<file path="src/rtl/microbot_nav_pwm_ctrl.sv">
// rtl/microbot_nav_pwm_ctrl.sv - obstacle-avoidance navigation FSM with debounced sensors and PWM H-bridge drive
// Optional feature macro DEADTIME_EN: per-motor dead-time on fwd<->rev reversal.
module microbot_nav_pwm_ctrl #(
    parameter int PWM_W        = 8,
    parameter int DEBOUNCE_CYC = 4,
    parameter int MIN_DWELL    = 16,
    parameter int BACKUP_CYC   = 32,
    parameter int CNT_W        = 8,
    parameter int DUTY_RST     = 128,
    parameter int DEADTIME_CYC = 2
) (
    input  logic             clk,
    input  logic             rst_n,
    input  logic             en,
    input  logic [2:0]       sens_raw,
    input  logic [PWM_W-1:0] duty_in,
    input  logic             duty_load,
    output logic [3:0]       motor_out,
    output logic [2:0]       state_o,
    output logic [2:0]       sens_db,
    output logic [CNT_W-1:0] backup_cnt
);

    localparam int DB_W    = $clog2(DEBOUNCE_CYC + 1);
    localparam int TMR_MAX = (MIN_DWELL > BACKUP_CYC) ? MIN_DWELL : BACKUP_CYC;
    localparam int TMR_W   = $clog2(TMR_MAX + 1);

    if (DEBOUNCE_CYC < 1 || MIN_DWELL < 1 || BACKUP_CYC < 1 || DEADTIME_CYC < 1) begin : g_param_check
        $error("microbot_nav_pwm_ctrl: cycle-count parameters must be >= 1");
    end

    typedef enum logic [2:0] {
        ST_STANDBY = 3'd0,
        ST_FORWARD = 3'd1,
        ST_RIGHT   = 3'd2,
        ST_LEFT    = 3'd3,
        ST_BACKUP  = 3'd4
    } state_t;

    state_t            state, state_nxt;
    logic [TMR_W-1:0]  tmr, tmr_nxt;
    logic              backup_entry;
    logic [2:0]        sync1, sync2;
    logic [DB_W-1:0]   db_cnt [3];
    logic [PWM_W-1:0]  pwm_cnt, duty, duty_pend;
    logic              pwm_on;
    logic [1:0]        cmd [2];
    logic [1:0]        mot [2];

    // Sensor path: 2-flop synchroniser, then a per-bit run-length counter of disagreement with sens_db.
    always_ff @(posedge clk or negedge rst_n) begin
        if (!rst_n) begin
            sync1   <= '0;
            sync2   <= '0;
            sens_db <= '0;
            for (int i = 0; i < 3; i++) db_cnt[i] <= '0;
        end else begin
            sync1 <= sens_raw;
            sync2 <= sync1;
            for (int i = 0; i < 3; i++) begin
                if (sync2[i] == sens_db[i]) begin
                    db_cnt[i] <= '0;
                end else if (db_cnt[i] == DB_W'(DEBOUNCE_CYC - 1)) begin
                    sens_db[i] <= sync2[i];
                    db_cnt[i]  <= '0;
                end else begin
                    db_cnt[i] <= db_cnt[i] + DB_W'(1);
                end
            end
        end
    end

    function automatic state_t decide(input logic [2:0] s);
        if (!s[2] && (s[1] == s[0])) return ST_FORWARD;
        else if (s == 3'b111)        return ST_BACKUP;
        else if (s[1] && !s[0])      return ST_RIGHT;
        else if (s == 3'b100)        return ST_RIGHT;
        else                         return ST_LEFT;
    endfunction

    always_comb begin
        state_nxt    = state;
        tmr_nxt      = tmr;
        backup_entry = 1'b0;
        if (!en) begin
            state_nxt = ST_STANDBY;
            tmr_nxt   = '0;
        end else begin
            case (state)
                ST_STANDBY: state_nxt = decide(sens_db);
                ST_FORWARD, ST_RIGHT, ST_LEFT: begin
                    if (tmr != '0) tmr_nxt = tmr - TMR_W'(1);
                    else           state_nxt = decide(sens_db);
                end
                ST_BACKUP: begin
                    if (tmr != '0) tmr_nxt = tmr - TMR_W'(1);
                    else           state_nxt = ST_RIGHT;
                end
                default: state_nxt = ST_STANDBY;
            endcase
            // Timer reloads only on a real state change; re-selecting the same state keeps it at zero.
            if (state_nxt != state) begin
                case (state_nxt)
                    ST_STANDBY: tmr_nxt = '0;
                    ST_BACKUP: begin
                        tmr_nxt      = TMR_W'(BACKUP_CYC - 1);
                        backup_entry = 1'b1;
                    end
                    default:    tmr_nxt = TMR_W'(MIN_DWELL - 1);
                endcase
            end
        end
    end

    always_ff @(posedge clk or negedge rst_n) begin
        if (!rst_n) begin
            state      <= ST_STANDBY;
            tmr        <= '0;
            backup_cnt <= '0;
        end else begin
            state <= state_nxt;
            tmr   <= tmr_nxt;
            if (backup_entry && (backup_cnt != {CNT_W{1'b1}}))
                backup_cnt <= backup_cnt + CNT_W'(1);
        end
    end

    assign state_o = state;

    // Active duty only changes at the wrap so a period is never cut short or stretched.
    always_ff @(posedge clk or negedge rst_n) begin
        if (!rst_n) begin
            pwm_cnt   <= '0;
            duty      <= PWM_W'(DUTY_RST);
            duty_pend <= PWM_W'(DUTY_RST);
        end else begin
            pwm_cnt <= pwm_cnt + PWM_W'(1);
            if (duty_load)                 duty_pend <= duty_in;
            if (pwm_cnt == {PWM_W{1'b1}}) duty      <= duty_pend;
        end
    end

    assign pwm_on = (pwm_cnt < duty);

    always_comb begin
        cmd[0] = 2'b00;
        cmd[1] = 2'b00;
        case (state)
            ST_FORWARD: begin cmd[0] = 2'b10; cmd[1] = 2'b10; end
            ST_RIGHT:   begin cmd[0] = 2'b10; cmd[1] = 2'b01; end
            ST_LEFT:    begin cmd[0] = 2'b01; cmd[1] = 2'b10; end
            ST_BACKUP:  begin cmd[0] = 2'b01; cmd[1] = 2'b01; end
            default: ;
        endcase
    end

`ifdef DEADTIME_EN
    localparam int DT_W = $clog2(DEADTIME_CYC + 1);
    logic [1:0]      prev_cmd [2];
    logic [DT_W-1:0] hold [2];

    // The reversal cycle itself is the first blanked cycle, so the counter starts at DEADTIME_CYC-1.
    always_ff @(posedge clk or negedge rst_n) begin
        if (!rst_n) begin
            for (int m = 0; m < 2; m++) begin
                mot[m]      <= 2'b00;
                prev_cmd[m] <= 2'b00;
                hold[m]     <= '0;
            end
        end else begin
            for (int m = 0; m < 2; m++) begin
                prev_cmd[m] <= cmd[m];
                if ((cmd[m] != 2'b00) && (prev_cmd[m] != 2'b00) && (cmd[m] != prev_cmd[m])) begin
                    hold[m] <= DT_W'(DEADTIME_CYC - 1);
                    mot[m]  <= 2'b00;
                end else if (hold[m] != '0) begin
                    hold[m] <= hold[m] - DT_W'(1);
                    mot[m]  <= 2'b00;
                end else begin
                    mot[m] <= cmd[m] & {2{pwm_on}};
                end
            end
        end
    end
`else
    always_ff @(posedge clk or negedge rst_n) begin
        if (!rst_n) begin
            for (int m = 0; m < 2; m++) mot[m] <= 2'b00;
        end else begin
            for (int m = 0; m < 2; m++) mot[m] <= cmd[m] & {2{pwm_on}};
        end
    end
`endif

    assign motor_out = {mot[0], mot[1]};

endmodule

</file>
<file path="config.mk">
export PLATFORM = sky130hd
export DESIGN_NAME = microbot_nav_pwm_ctrl
export DESIGN_NICKNAME = d
export VERILOG_FILES = /design/src/rtl/microbot_nav_pwm_ctrl.sv
export SDC_FILE = /design/constraint.sdc
export NUM_CORES = 1
export LEC_CHECK = 0
export CORE_MARGIN = 5
export CORE_UTILIZATION = 30
export DETAILED_ROUTE_END_ITERATION = 8
export SYNTH_ARGS = -nofsm -noshare
export SYNTH_HDL_FRONTEND = slang
export SYNTH_SLANG_ARGS = --single-unit
</file>
<file path="constraint.sdc">
create_clock -name clk -period 2.4 [get_ports clk]
set_input_delay 0.48 -clock clk [delete_from_list [all_inputs] [get_ports clk]]
set_output_delay 0.48 -clock clk [all_outputs]
set_load 0.02 [all_outputs]
</file>
==> impl_metrics.yaml, run 1 <==
clock_network:
  numCtsBuffers: 9
  clk_pin_slew_ps: 70
  cts_root_buffer: "clkbuf_8"
  cts_tree: "built"
  clock-sinks: 63
  ctsHtreeMaxLevel: 3
  insertion_delay_ps: 330
  cts_buffer_depth: 2
yosys:
  syn_area_per_cell_um2: 11.4
  yosysMostFrequentCell: "dfrtp_1"
  synth_nets: 285
  ys_seq_elements: 63
  synth_common_cells: "61 x dfrtp_1, 25 x nand2_1, 16 x ha_1"
  synthArstFlopShare_pct: 100
  ys_types: 45
  synth_top_cell_by_area: "dfrtp_1"
  synth_top_cell_area_share_pct: 52.5
  yosys-top-cells-area: "dfrtp_1 53%, ha_1 6.9%, mux2_2 4.3%"
  ys_seq_area_share_pct: 54.3
  ys_warn_count: 0
  synthesis.area_um2: 2910
  syn_inst: 254
  synth_enable_flop_cells: 0
  ys.flop_type: "dfrtp_1"
floorplanning:
  initial_core_util_pct: 30.3
  die_x_um: 108
  dieHeight_um: 108
  row_count: 36
  core_area_um2: 9590
  dieArea_um2: 11800
  io_pins: 33
final_layout:
  area_delta_synth_final_pct: 24.2
  final_area_um2: 3610
  nets: 328
  ff_latch_area_um2: 1580
  multi_input_comb_area_um2: 1250
  instances_no_fill: 434
  drive_above_1_share_pct: 14.6
  fillerInstances: 931
  antenna_cells: 0
setup_path:
  crit_required_ps: 2610
  cp_data_arrival_time_ps: 2430
  critPathCaptureType: "flip-flop"
  path_class: "reg -> reg"
  path_max_fanout: 6
  critPathLaunchType: "flip-flop"
min_path:
  worstHoldPathType: "in -> async"
power_and_ir_drop:
  power_switching_w: 0.00122
  p_clk_share_pct: 25.0
  seq_power_share_pct: 38.2
  power_density_nw_per_um2: 978
  comb_power_share_pct: 36.8
  internal_power_w: 0.00231
  ir_worst_vdd_mv: 0.332
  leakage_nw: 1.59
  swShare_pct: 34.4
timing:
  period_share_pct: 92.4
  final.min_clock_period_ps: 2220
  hold_viol: 0
  maxSlewViolCount: 0
  fmax_mhz: 451
  setup_viol: 0
  skew_ps: 9.79
  slew_headroom_pct: 51.0
  tns_ps: 0
  layout_setup_ws_ps: 182
  worst_pin_slew_ps: 717
place:
  postPlaceCellArea_um2: 3410
  port_buffers: 32
  dp_hpwl_um: 3840
  routabilityCongestion: 0.787
  pre_cts_ws_ps: 197
  place_inst: 418
drt:
  detail-route-antenna-nets: 0
  vias_per_cell: 4.47
  first_iter_violations: 55
  vias: 1941
  firstDrtPassIters: 4
  drc: 0
  wire_per_inst_um: 12.3
  wirelength_um: 5340
global_route:
  grt_max_degree: 64
  grtUsageMet1_pct: 12.6
  overflow: 0
  grt_pass1_vias: 1955
  grt_pass1_wl_um: 9110
  use_met2_pct: 15.8
  busiest_layer: "met2"
  antenna_found_initial: 0
  met3_usage_pct: 3.28
  globalRouteTotalUtil_pct: 10.0
outcome:
  status: "complete, no violations"
run:
  drv_cap: 0
timing repair:
item	in CTS	in global routing
buffers inserted	0	1
setup endpoints to repair	0	3
hold buffers	0	0
resized for setup	0	3
flip-flops by register name, summed over array words and instances, names as in the netlist:
name / flops
backup_cnt: 8
db_cnt: 9
duty: 8
duty_pend: 8
motor_out: 4
pwm_cnt: 8
sens_db: 3
state_o: 3
sync1: 3
sync2: 3
tmr: 6
kinds of logic after synthesis:
logic type      after synthesis  synth area share, %
compound gates               35                 8.74
xor+xnor                     22                 6.63
fa+ha+maj                    16                 6.89
buf+inv                      22                 3.14
flops                        63                 54.3
mux                          15                 5.73
simple gates                 81                 14.5
cell usage in the layout (no fill, tap or decap), types with 2 or more instances in the layout:
master and instances:
buf_4 5, clkbuf_1 3, mux2_2 11, o21ai_1 2
nand3_2 2, dfrtp_1 61, xor2_1 12, o21ai_0 10
clkdlybuf4s50_1 31, o21a_1 3, nor2b_1 6, and3_1 4
a32o_1 2, mux2_1 2, ha_1 16, nor4_1 5
dfstp_2 2, nand2_1 25, nor2_1 8, nand3_1 8
nor2_2 2, clkbuf_8 10, or3_1 2, xnor2_1 10
inv_1 15, mux2i_1 2, nor3_1 8, nor3b_1 5
a21oi_1 5
routing by layer:
layer,vias to the layer above,share of wire [%],wire length (µm)
met4,0,1.7,89
met3,8,4.0,214
met1,935,46,2460
met5,-,0,0
met2,35,48,2580
li1,963,-,-
metrics by stage:
| stage | hold WS, ps | utilization (%) | power, W |
|---|---|---|---|
| finish | 150 | 37.6 | 0.00353 |
| global placement | 335 | 35.5 | 0.00260 |
| global route | 158 | 37.6 | 0.00383 |
| floorplan | 184 | - | 0.00228 |
| CTS | 150 | 37.4 | 0.00352 |
| detailed placement | 336 | 35.5 | 0.00262 |
power groups by stage:
stage	clock [W]	combinational [W]	sequential [W]
floorplan	0	0.000895	0.00139
global placement	0	0.00124	0.00136
detailed placement	0	0.00125	0.00137
CTS	0.000913	0.00126	0.00135
global route	0.000958	0.00150	0.00138
finish	0.000881	0.00130	0.00135
worst paths after layout:
check	start	to	slack (ps)	cells past startpoint
setup / recovery	sens_db[0]	backup_cnt[1]	180	7
setup reg to reg	sens_db[0]	backup_cnt[1]	180	7
min in group clk	sync1[1]	sync2[1]	350	0
max in group asynchronous	rst_n	duty_pend[7]	1940	2
hold reg to reg	sync1[1]	sync2[1]	350	0
hold / removal	rst_n	duty_pend[4]	150	2
final cells by class:
| type | instances | area share, % |
|---|---|---|
| clock buffer | 13 | 4.12 |
| clock inverter | 2 | 0.971 |
| inverter | 16 | 1.66 |
| multi-input combinational | 169 | 34.6 |
| sequential | 63 | 43.7 |
| tap | 133 | 4.61 |
| timing repair buffer | 38 | 10.3 |
worst max-delay path, cell delays in order (launching register included):
cell	delay, ps
dfrtp_1	430
ha_1	310
nor2b_2	170
o31a_1	280
a22oi_2	160
o22ai_2	160
nor3_2	220
mux2_1	350
No activity file was read; power rests on OpenSTA's default activity.
==> run 2, diff against run 1 <==
Settings changed: CORE_MARGIN 5 to 4, SKIP_CTS_REPAIR_TIMING set to 1.
==> run 2 against run 1 <==
Largest cell class unchanged. Die area down 3.7%. Via count increased by 1.6%. Global-route usage is 0.15 points higher. Register-to-register slack got worse by 60 ps. Highest routed layer unchanged. Clock power shrank 8.1%. Sequential cell count unchanged. Clock-buffer cell count decreased by 1. First-iteration DRC count decreased by 31%.
==> impl_metrics.yaml, run 2 (synthesis results as in run 1) <==
floorplanning:
  row_count: 35
  dieHeight_um: 106
  core_area_um2: 9330
  io_pins: 33
  dieArea_um2: 11300
  initial_core_util_pct: 31.1
  die_x_um: 106
timing:
  skew_ps: 3.30
  final.min_clock_period_ps: 2280
  worst_pin_slew_ps: 655
  tns_ps: 0
  setup_viol: 0
  hold_viol: 0
  period_share_pct: 94.9
  slew_headroom_pct: 56.0
  fmax_mhz: 439
  maxSlewViolCount: 0
  rsz0062_at_grt: "no"
setup_path:
  path_class: "reg -> reg"
  reg2regPathDepth: 8
  path_max_fanout: 8
  critPathSlowestCell: "dfrtp_1"
  r2r_slack_ps: 120
  r2r_start: "sens_db[1]"
  cp_data_arrival_time_ps: 2490
  critical_path_buf_inv_count: 1
  crit_required_ps: 2610
  slowest_delay_ps: 410
  critPathCaptureType: "flip-flop"
  critPathLaunchType: "flip-flop"
  cp_top_family: "compound AO/OA/AOI/OAI gates"
  path_cells: "inv_1, ha_1, nor2b_1, o31a_1, a22oi_2, o22ai_2, nor4_1, mux2_1"
  r2r-end: "backup_cnt[6]"
clock_network:
  ctsHtreeMaxLevel: 3
  numCtsBuffers: 9
  cts_root_buffer: "clkbuf_8"
  cts_buffer_depth: 2
  clock-sinks: 63
  insertion_delay_ps: 330
  clk_pin_slew_ps: 70
  cts_tree: "built"
final_layout:
  antenna_cells: 0
  area_delta_synth_final_pct: 23.3
  largest_reg_flops: 9
  final_common_cell: "dfrtp_1"
  most-common-layout-cells: "61 x dfrtp_1, 31 x clkdlybuf4s50_1, 25 x nand2_1, 16 x ha_1, 15 x inv_1"
  instances_no_fill: 431
  drive_above_1_share_pct: 14.6
  top_register: "db_cnt"
  nets: 328
drt:
  wirelength_um: 5230
  first_iter_violations: 38
  wl_met2_um: 2520
  vias_per_cell: 4.58
  detail-route-antenna-nets: 0
  highest_layer: "met4"
  route.met3.wl_um: 244
  wire_per_inst_um: 12.1
  drc: 0
  vias: 1972
  met1_length_um: 2420
  firstDrtPassIters: 4
power_and_ir_drop:
  ir_worst_vdd_mv: 0.340
  leakage_nw: 1.59
  power_density_nw_per_um2: 951
place:
  dp_hpwl_um: 3740
  port_buffers: 32
  routabilityCongestion: 0.780
  place_inst: 415
global_route:
  overflow: 0
  antenna_found_initial: 0
  grt_max_degree: 64
  grt_pass1_wl_um: 9180
  globalRouteTotalUtil_pct: 10.2
  grt_pass1_vias: 1988
run:
  drv_cap: 0
min_path:
  worstHoldPathType: "in -> async"
outcome:
  status: "complete, no violations"
## run 2: changes by cell type in the layout (fill, tap and decap cells not counted), sizes merged
cell    change
clkbuf      -1
clkinv      +3
bufinv      -1
## run 2: stage by stage
| stage | total power (W) | hold WS, ps | instance area [µm²] | util (%) | setup slack, ps |
|---|---|---|---|---|---|
| floorplan | 0.00228 | 184 | 2910 | - | 177 |
| global placement | 0.00259 | 334 | 3410 | 36.5 | 219 |
| detailed placement | 0.00262 | 336 | 3410 | 36.5 | 144 |
| CTS | 0.00346 | 145 | 3580 | 38.4 | 110 |
| global route | 0.00366 | 152 | 3580 | 38.4 | 2.10 |
| finish | 0.00341 | 149 | 3580 | 38.4 | 122 |
## run 2: layer usage
metal  GRT usage (%)  vias up
met3            3.83        5
met5               0        -
li1                -      970
met4            3.93        0
met2            15.9       37
met1            12.8      960
## run 2: how the worst max path moves through the flow
| stage | slack, ps | cells after the start | start | to |
|---|---|---|---|---|
| 2_1_floorplan | 180 | 8 | sens_db[1] | backup_cnt[6] |
| 3_3_place_gp | 220 | 8 | sens_db[1] | backup_cnt[6] |
| 3_5_place_dp | 140 | 8 | sens_db[1] | backup_cnt[6] |
| 4_1_cts | 110 | 8 | sens_db[1] | backup_cnt[6] |
| 5_1_grt | 2 | 7 | sens_db[0] | backup_cnt[6] |
| 6_report | 120 | 8 | sens_db[1] | backup_cnt[6] |
## run 2: cell type report
cell class / instances / area, µm²
flip-flops and latches: 63 / 1580
inverters: 16 / 60.1
well taps: 129 / 161
clock inverters: 4 / 20.0
fillers: 929 / 5740
multi-input cells: 169 / 1230
repair buffers: 38 / 373
clock buffers: 12 / 155
## run 2: power breakdown
group	internal (W)	switching (W)	leakage [nW]
combinational	0.000567	0.000682	0.683
clock	0.000424	0.000386	0.0959
sequential	0.00121	0.000135	0.808
total	0.00220	0.00120	1.59
